File: config.mk
export PLATFORM = sky130hd
export DESIGN_NAME = gpio_debounce_flat
export DESIGN_NICKNAME = d
export VERILOG_FILES = /design/src/rtl/gpio_debounce_pkg.sv /design/src/rtl/gpio_debounce_if.sv /design/src/rtl/gpio_debounce_bit.sv /design/src/rtl/gpio_debounce.sv /design/src/flat_wrapper.sv
export SDC_FILE = /design/constraint.sdc
export NUM_CORES = 1
export LEC_CHECK = 0
export CORE_ASPECT_RATIO = 1.4
export CORE_UTILIZATION = 35
export DETAILED_ROUTE_END_ITERATION = 8
export SLEW_MARGIN = 20
export SYNTH_ARGS = -nofsm -noshare
export SYNTH_HDL_FRONTEND = slang
export SYNTH_SLANG_ARGS = --single-unit
File: constraint.sdc
create_clock -name clk -period 2.1 [get_ports clk]
set_input_delay 0.42 -clock clk [delete_from_list [all_inputs] [get_ports clk]]
set_output_delay 0.42 -clock clk [all_outputs]
set_load 0.03 [all_outputs]
File: src/rtl/gpio_debounce_pkg.sv
// gpio_debounce_pkg: shared defaults and types for the GPIO debounce stage
package gpio_debounce_pkg;
  localparam int TICK_DIV_DEFAULT = 50000;
  localparam int STABLE_TICKS_DEFAULT = 10;
  typedef logic [3:0] dbc_cnt_t;
  typedef struct packed {
    logic rise;
    logic fall;
  } edge_t;
endpackage

File: src/rtl/gpio_debounce_if.sv
// gpio_debounce_if: switch inputs, per-bit controls and conditioned outputs
interface gpio_debounce_if #(parameter int WIDTH = 16);
  import gpio_debounce_pkg::*;
  logic [WIDTH-1:0] i_raw, i_irq_en, i_clr, o_stable, o_rise, o_fall, o_pending;
  logic o_irq, o_armed;
  modport master(output i_raw, i_irq_en, i_clr, input o_stable, o_rise, o_fall, o_pending, o_irq, o_armed);
  modport slave(input i_raw, i_irq_en, i_clr, output o_stable, o_rise, o_fall, o_pending, o_irq, o_armed);
endinterface

File: src/rtl/gpio_debounce_bit.sv
// debounce_bit: synchroniser, tick-counted stability window and edge pulse for one input
module debounce_bit import gpio_debounce_pkg::*; #(
  parameter int STABLE_TICKS = STABLE_TICKS_DEFAULT,
  parameter int SYNC_STAGES = 2
) (
  input  logic  clk,
  input  logic  rstn,
  input  logic  raw,
  input  logic  tick,
  input  logic  armed,
  output logic  stable,
  output edge_t pulse
);
  localparam dbc_cnt_t LAST = dbc_cnt_t'(STABLE_TICKS - 1);
  logic [SYNC_STAGES-1:0] sync;
  dbc_cnt_t cnt;
  logic s;
  assign s = sync[SYNC_STAGES-1];
  always_ff @(posedge clk or negedge rstn)
    if (!rstn) begin
      sync   <= '0;
      cnt    <= '0;
      stable <= 1'b0;
      pulse  <= '0;
    end else begin
      sync  <= {sync[SYNC_STAGES-2:0], raw};
      pulse <= '0;
      if (s == stable) cnt <= '0;
      else if (tick && cnt == LAST) begin
        stable <= s;
        cnt    <= '0;
        pulse  <= {armed & s, armed & ~s};
      end else if (tick) cnt <= cnt + 1'b1;
    end
endmodule

File: src/rtl/gpio_debounce.sv
// gpio_debounce: per-bit debounce with shared prescaler, arming delay, sticky pending and irq
module gpio_debounce import gpio_debounce_pkg::*; #(
  parameter int WIDTH = 16,
  parameter int TICK_DIV = TICK_DIV_DEFAULT,
  parameter int STABLE_TICKS = STABLE_TICKS_DEFAULT,
  parameter int SYNC_STAGES = 2
) (
  input logic clk,
  input logic rstn,
  gpio_debounce_if.slave bus
);
  localparam int PW = $clog2(TICK_DIV);
  logic [PW-1:0] pre;
  logic [4:0] arm_cnt;
  logic tick, armed, irq;
  logic [WIDTH-1:0] stable, rise, fall, pending;
  edge_t pulse [WIDTH];
  assign tick = pre == PW'(TICK_DIV - 1);
  always_ff @(posedge clk or negedge rstn)
    if (!rstn) begin
      pre     <= '0;
      arm_cnt <= '0;
      armed   <= 1'b0;
      pending <= '0;
      irq     <= 1'b0;
    end else begin
      pre     <= tick ? '0 : pre + 1'b1;
      arm_cnt <= (tick && !armed) ? arm_cnt + 1'b1 : arm_cnt;
      armed   <= armed | (tick && arm_cnt == 5'(STABLE_TICKS));
      pending <= (pending & ~bus.i_clr) | rise | fall;
      irq     <= |(pending & bus.i_irq_en);
    end
  for (genvar g = 0; g < WIDTH; g++) begin : g_bit
    debounce_bit #(.STABLE_TICKS(STABLE_TICKS), .SYNC_STAGES(SYNC_STAGES)) u_bit (
      .clk(clk), .rstn(rstn), .raw(bus.i_raw[g]), .tick(tick), .armed(armed),
      .stable(stable[g]), .pulse(pulse[g])
    );
    assign rise[g] = pulse[g].rise;
    assign fall[g] = pulse[g].fall;
  end
  assign bus.o_stable  = stable;
  assign bus.o_rise    = rise;
  assign bus.o_fall    = fall;
  assign bus.o_pending = pending;
  assign bus.o_irq     = irq;
  assign bus.o_armed   = armed;
endmodule
File: src/flat_wrapper.sv
// flat-port wrapper written by rule: the top's interface ports become plain ports
module gpio_debounce_flat import gpio_debounce_pkg::*;
#(
  parameter int WIDTH = 16,
  parameter int TICK_DIV = TICK_DIV_DEFAULT,
  parameter int STABLE_TICKS = STABLE_TICKS_DEFAULT,
  parameter int SYNC_STAGES = 2
)
  (clk, rstn, bus_i_raw, bus_i_irq_en, bus_i_clr, bus_o_stable, bus_o_rise, bus_o_fall, bus_o_pending, bus_o_irq, bus_o_armed);
  gpio_debounce_if #(.WIDTH(WIDTH)) bus_i ();
  input logic clk;
  input logic rstn;
  input wire logic [$bits(bus_i.i_raw)-1:0] bus_i_raw;
  input wire logic [$bits(bus_i.i_irq_en)-1:0] bus_i_irq_en;
  input wire logic [$bits(bus_i.i_clr)-1:0] bus_i_clr;
  output wire logic [$bits(bus_i.o_stable)-1:0] bus_o_stable;
  output wire logic [$bits(bus_i.o_rise)-1:0] bus_o_rise;
  output wire logic [$bits(bus_i.o_fall)-1:0] bus_o_fall;
  output wire logic [$bits(bus_i.o_pending)-1:0] bus_o_pending;
  output wire logic [$bits(bus_i.o_irq)-1:0] bus_o_irq;
  output wire logic [$bits(bus_i.o_armed)-1:0] bus_o_armed;
  assign bus_i.i_raw = bus_i_raw;
  assign bus_i.i_irq_en = bus_i_irq_en;
  assign bus_i.i_clr = bus_i_clr;
  assign bus_o_stable = bus_i.o_stable;
  assign bus_o_rise = bus_i.o_rise;
  assign bus_o_fall = bus_i.o_fall;
  assign bus_o_pending = bus_i.o_pending;
  assign bus_o_irq = bus_i.o_irq;
  assign bus_o_armed = bus_i.o_armed;
  gpio_debounce #(.WIDTH(WIDTH), .TICK_DIV(TICK_DIV), .STABLE_TICKS(STABLE_TICKS), .SYNC_STAGES(SYNC_STAGES)) u_core (.clk(clk), .rstn(rstn), .bus(bus_i));
endmodule
# Word-level counts from Yosys, hierarchy flattened
# Index checks and enable logic that the tools add are counted.
[word_totals]
ff_bits = 183
word_cells = 340
[op_classes]
addsub = 18
n_eq_ne = 34
n_mux = 81
bitwise_logic = 70
reduce_logical = 52
[op_table]
columns = ["op", "count"]
rows = [
  ["$mux W4", 48],
  ["$add A4 B1 Y4 const B", 16],
  ["$eq A4 B4 Y1 const B", 16],
  ["$mux W2", 32],
  ["$reduce_bool A3 Y1", 16],
  ["$and A1 B1 Y1", 32],
  ["$and A16 B16 Y16", 2],
  ["$not A1 Y1", 32],
  ["$or A16 B16 Y16", 2],
  ["$reduce_and A2 Y1", 16],
  ["$logic_and A1 B1 Y1", 18],
  ["$add A16 B1 Y16 const B", 1],
  ["$eq A1 B1 Y1", 16],
  ["$eq A16 B16 Y1 const B", 1],
  ["$mux W16", 1],
  ["$not A16 Y16", 1],
  ["$reduce_or A16 Y1", 1],
  ["$add A5 B1 Y5 const B", 1],
  ["$eq A5 B4 Y1 const B", 1],
  ["$logic_not A1 Y1", 1],
  ["$or A1 B1 Y1", 1],
]

# Longest topological paths before layout
[logic_depth]
ltp_word = 4
depth_mapped = 8
mapped_depth_nobuf = 6

# By module
# A second synthesis with hierarchy kept.
[unflattened]
hier_cells = 713
hier_area_um2 = 8314.2
[by_module_without_submodules]
columns = ["module", "instances", "cells_each", "area_per_inst_um2", "seq_area_each_um2"]
rows = [
  ["debounce_bit", 16, 34, 410.4, 225.2],
  ["gpio_debounce", 1, 169, 1747.9, 975.9],
]

# Worst setup path before layout
# OpenSTA, ideal clock, no wires.
[synth_timing]
path_type = "register -> register"
from = "register u_core.pre[0]"
to = "register u_core.g_bit[10].u_bit.stable"
arrival_ns = 1.551
slack_ns = 0.424
stages_incl_launch_ff = 7
path_buffers = 1
path_cell_list = "dfrtp_1 ha_1 and3_1 nand4_1 buf_2 nor2_1 mux2_2"
[synth_between]
elab_chain_cells = 3
[synth_rtl]
columns = ["item", "line", "text"]
rows = [
  ["start, declared", "gpio_debounce.sv:13", "logic [PW-1:0] pre;"],
  ["start signal, assigned", "gpio_debounce.sv:27", "pre <= tick ? '0 : pre + 1'b1;"],
  ["$eq A16 B16 Y1", "gpio_debounce.sv:18", "assign tick = pre == PW'(TICK_DIV - 1);"],
  ["$logic_and A1 B1 Y1", "gpio_debounce_bit.sv:29", "else if (tick && cnt == LAST) begin"],
  ["$reduce_and A2 Y1 (no source line)", "--", ""],
  ["end signal, assigned", "gpio_debounce_bit.sv:30", "stable <= s;"],
  ["end, declared", "gpio_debounce_bit.sv:11", "output logic stable,"],
]
# No other way between the ends.
# A chain may end at the register's enable or synchronous reset.

# Final worst setup path
[layout_timing]
from = "register u_core.g_bit[15].u_bit.stable"
to = "output bus_o_stable[15]"
[layout_lines]
columns = ["item", "line", "text"]
rows = [
  ["start, declared", "gpio_debounce_bit.sv:11", ""],
  ["start signal, assigned", "gpio_debounce_bit.sv:30", ""],
  ["end, declared", "flat_wrapper.sv:16", "output wire logic [$bits(bus_i.o_stable)-1:0] bus_o_stable;"],
]
# No word-level cell between the ends.

==> flow_metrics.env <==
export IMPL_slowest_stage="clkdlybuf4s50_1"
export IMPL_internal_power_uw=5397
export IMPL_power_density_nw_per_um2=662.1
export IMPL_numCtsBuffers=17
export IMPL_placed_cells=1155
export IMPL_met2_length_mm=8.779
export IMPL_fp_dieArea_um2=24330
export IMPL_drt_wl_total_mm=17.19
export IMPL_viasPerCell=4.879
export IMPL_crit_type="reg2out"
export IMPL_p_sw_uw=1483
export IMPL_cts_buffer_depth=2
export IMPL_ir_drop_v=0.0005934
export IMPL_cts_tree="yes"
export IMPL_grt_max_degree=76
export IMPL_post_cts_buffers=0
export IMPL_layout_commonest_cell="dfrtp_1"
export IMPL_grt_pass1_wl_mm=28.72
export IMPL_p_seq_share_pct=52.0
export IMPL_cp_start_kind="flop"
export IMPL_crit_arrival_ns=1.61
export IMPL_top_layer="met4"
export IMPL_p_leak_uw=0.004312
export IMPL_synthToLayoutAreaGrowth_pct=25.26
export IMPL_cp_endpoint="bus_o_stable[15]"
export IMPL_antenna_found_initial=0
export IMPL_drive_gt1_share_pct=10.77
export IMPL_drc=0
export IMPL_start_util_pct=35.63
export IMPL_required_ns=1.68
export IMPL_ant_nets=0
export IMPL_syn_nets=833
export IMPL_pwr_share_comb_pct=3.2
export IMPL_critical_path_startpoint="u_core.g_bit[15].u_bit.stable"
export IMPL_syn_area_per_cell_um2=11.09
export IMPL_whs_ns=0.3484
export IMPL_swShare_pct=21.56
export IMPL_status="completed"
export IMPL_rr_startpoint="u_core.pre[0]"
export IMPL_relSlewSlack_pct=67.59
export IMPL_path_clk_slew_ns=0.07
export IMPL_drt_iter0_drc=349
export IMPL_setup_ws_ns=0.06621
export IMPL_nFillCells=2197
export IMPL_fin_util_pct=44.63
export IMPL_dr_wl_met3_um=530
export IMPL_antennaDiodeCount=0
export IMPL_detail_route_first_pass_iterations=4
export IMPL_grt_overflow_total=0
export IMPL_ys_types=38
export IMPL_period_minus_slack_ns=2.034
export IMPL_synth_seq_cells=183
export IMPL_h_tree_depth=4
export IMPL_drt_met1_wl_mm=7.638
export IMPL_finClkSkew_ns=0.01411
export IMPL_ios=116
export IMPL_slew_viol_final=0
export IMPL_dp_slack_ns=0.09953
export IMPL_max_freq_mhz=491.7
export IMPL_cp_top_family="buffers and inverters"
export IMPL_io_buffer_count=115
export IMPL_setup_viol=0
export IMPL_final_cell_mix="183 x dfrtp_1, 114 x clkdlybuf4s50_1, 68 x inv_1"
export IMPL_path_buf_inv=1
export IMPL_hp_class="reg2reg"
export IMPL_fin_cells=1188
export IMPL_grt_use_total_pct=14.93
export IMPL_grt_pass1_vias=5673
export IMPL_tightest_slew_ns=0.4862
export IMPL_hold_violations=0
export IMPL_via_count=5796
export IMPL_grt_setup_unrepaired="yes"
export IMPL_slowest_delay_ns=0.76
export IMPL_core_area_um2=23290
export IMPL_min_period_over_period_pct=96.85
export IMPL_fp_dieW_um=132.1
export IMPL_ys_warn_count=0
export IMPL_timing_rr_end="u_core.g_bit[8].u_bit.stable"
export IMPL_seq_area_frac_synth_pct=55.20
export IMPL_rows=66
export IMPL_post_drt_wl_per_cell_um=14.47
export IMPL_ff2ff_setup_slack_ns=0.15
export IMPL_drv_cap=0
export IMPL_syn_cell_area_um2=8297
export IMPL_root_buffer="clkbuf_16"
export IMPL_rr_worst_depth=6
export IMPL_hpwl_mm=11.89
export IMPL_synthesis_instances=748
export IMPL_crit_cells=1
export IMPL_die_y_um=184.2
export IMPL_clock_latency_ns=0.43
export IMPL_worstSetupEndpointType="primary output"
export IMPL_fin_nets=954
export IMPL_worst_path_max_fanout=5
export IMPL_p_clk_share_pct=44.8
export IMPL_numClockSinks=183
export IMPL_place_congestion=0.7577
export IMPL_cp_cell_sequence="clkdlybuf4s50_1"
[area by class of cell]
cell class,count,area [um^2],share of cell area [%]
sequential,183,4579,44.06
timing repair buffer,139,1395,13.42
clock inverter,10,95.09,0.9150
tap,306,382.9,3.684
inverter,68,255.2,2.456
clock buffer,22,474.2,4.563
multi-input combinational,460,3211,30.89
[metrics by stage]
step / setup TNS (ns) / instance area (um^2) / total power [uW]
after detailed placement: 0 / 9799 / 3872
after global placement: 0 / 9799 / 3869
final: 0 / 10390 / 6880
after CTS: 0 / 10380 / 6990
after floorplan: 0 / 8297 / 3677
after global routing: -0.007563 / 10390 / 7163
[worst min-delay path by stage]
stage	start	endpoint	slack [ns]	cells after the start
after floorplan	rstn	u_core.arm_cnt[0]	0.12	0
after global placement	u_core.g_bit[8].u_bit.sync[0]	u_core.g_bit[8].u_bit.sync[1]	0.33	0
after detailed placement	u_core.g_bit[6].u_bit.sync[0]	u_core.g_bit[6].u_bit.sync[1]	0.33	0
after CTS	u_core.g_bit[7].u_bit.sync[0]	u_core.g_bit[7].u_bit.sync[1]	0.35	0
after global routing	u_core.g_bit[11].u_bit.sync[0]	u_core.g_bit[11].u_bit.sync[1]	0.36	0
final	u_core.g_bit[10].u_bit.sync[0]	u_core.g_bit[10].u_bit.sync[1]	0.35	0
[kinds of logic (layout without fill, tap and decap cells)]
kind of cell / after synthesis / in the layout / synth area share (%)
buffers and inverters: 105 / 239 / 6.198
and+or+nand+nor: 249 / 249 / 18.85
xor gates and xnor gates: 33 / 33 / 3.484
adders and majority gates: 35 / 35 / 5.278
AOI/OAI and AO/OA: 128 / 128 / 8.958
DFF: 183 / 183 / 55.20
muxes: 15 / 15 / 2.036
[synthesized netlist by cell type]
cell type	n	area share (%)
inv_1	68	3.1
nor3_1	3	0.18
a21bo_2	1	0.12
nor3b_2	1	0.15
nor4_2	7	1.1
and4bb_1	2	0.30
o21a_1	16	1.4
a21oi_1	49	3.0
buf_4	21	1.9
a22o_1	4	0.42
xor2_1	7	0.74
o31ai_1	2	0.18
xnor2_1	26	2.7
mux2_2	15	2.0
nand3_1	23	1.4
clkbuf_1	3	0.14
nand2_1	49	2.2
o21ai_0	35	2.1
nor4b_2	15	2.7
nand3b_1	49	4.4
nor4bb_1	1	0.12
nand4b_1	15	1.6
buf_2	9	0.54
nor2b_1	1	0.075
nor4_1	13	0.98
and4_1	1	0.11
buf_6	4	0.54
and2_1	1	0.075
nand2_2	1	0.075
a31oi_1	16	1.2
nand4_1	7	0.53
and3_1	1	0.075
dfrtp_1	183	55
nor4b_1	2	0.21
ha_1	35	5.3
a221oi_1	4	0.42
nor2_1	57	2.6
a21o_1	1	0.091
[registers in the layout (all words and copies together), names as in the netlist]
signal	count
u_core.bus.o_pending	16
u_core.g_bit.u_bit.pulse	32
u_core.pre	16
u_core.g_bit.u_bit.stable	16
u_core.arm_cnt	5
u_core.g_bit.u_bit.sync	32
u_core.bus.o_armed	1
u_core.bus.o_irq	1
u_core.g_bit.u_bit.cnt	64
[routing by layer]
layer	up-vias	GRT usage, %
met3	21	2.915
met1	2877	18.55
met4	0	5.442
li1	2814	-
met2	84	25.69
met5	-	0
[power by group through the flow]
stage	combinational (uW)	clock, uW	sequential (uW)
6_report	219	3080	3580
5_1_grt	249	3330	3580
3_3_place_gp	224	0	3650
3_5_place_dp	226	0	3650
4_1_cts	228	3180	3580
2_1_floorplan	37.2	0	3640
[what timing repair did]
action                                 in CTS  in global routing
setup endpoints to repair                   0                  7
hold buffers                                1                  0
endpoints found under the hold margin      51                  0
resized for setup                           0                  3
Note: power is estimated with default switching activity, not from simulation.
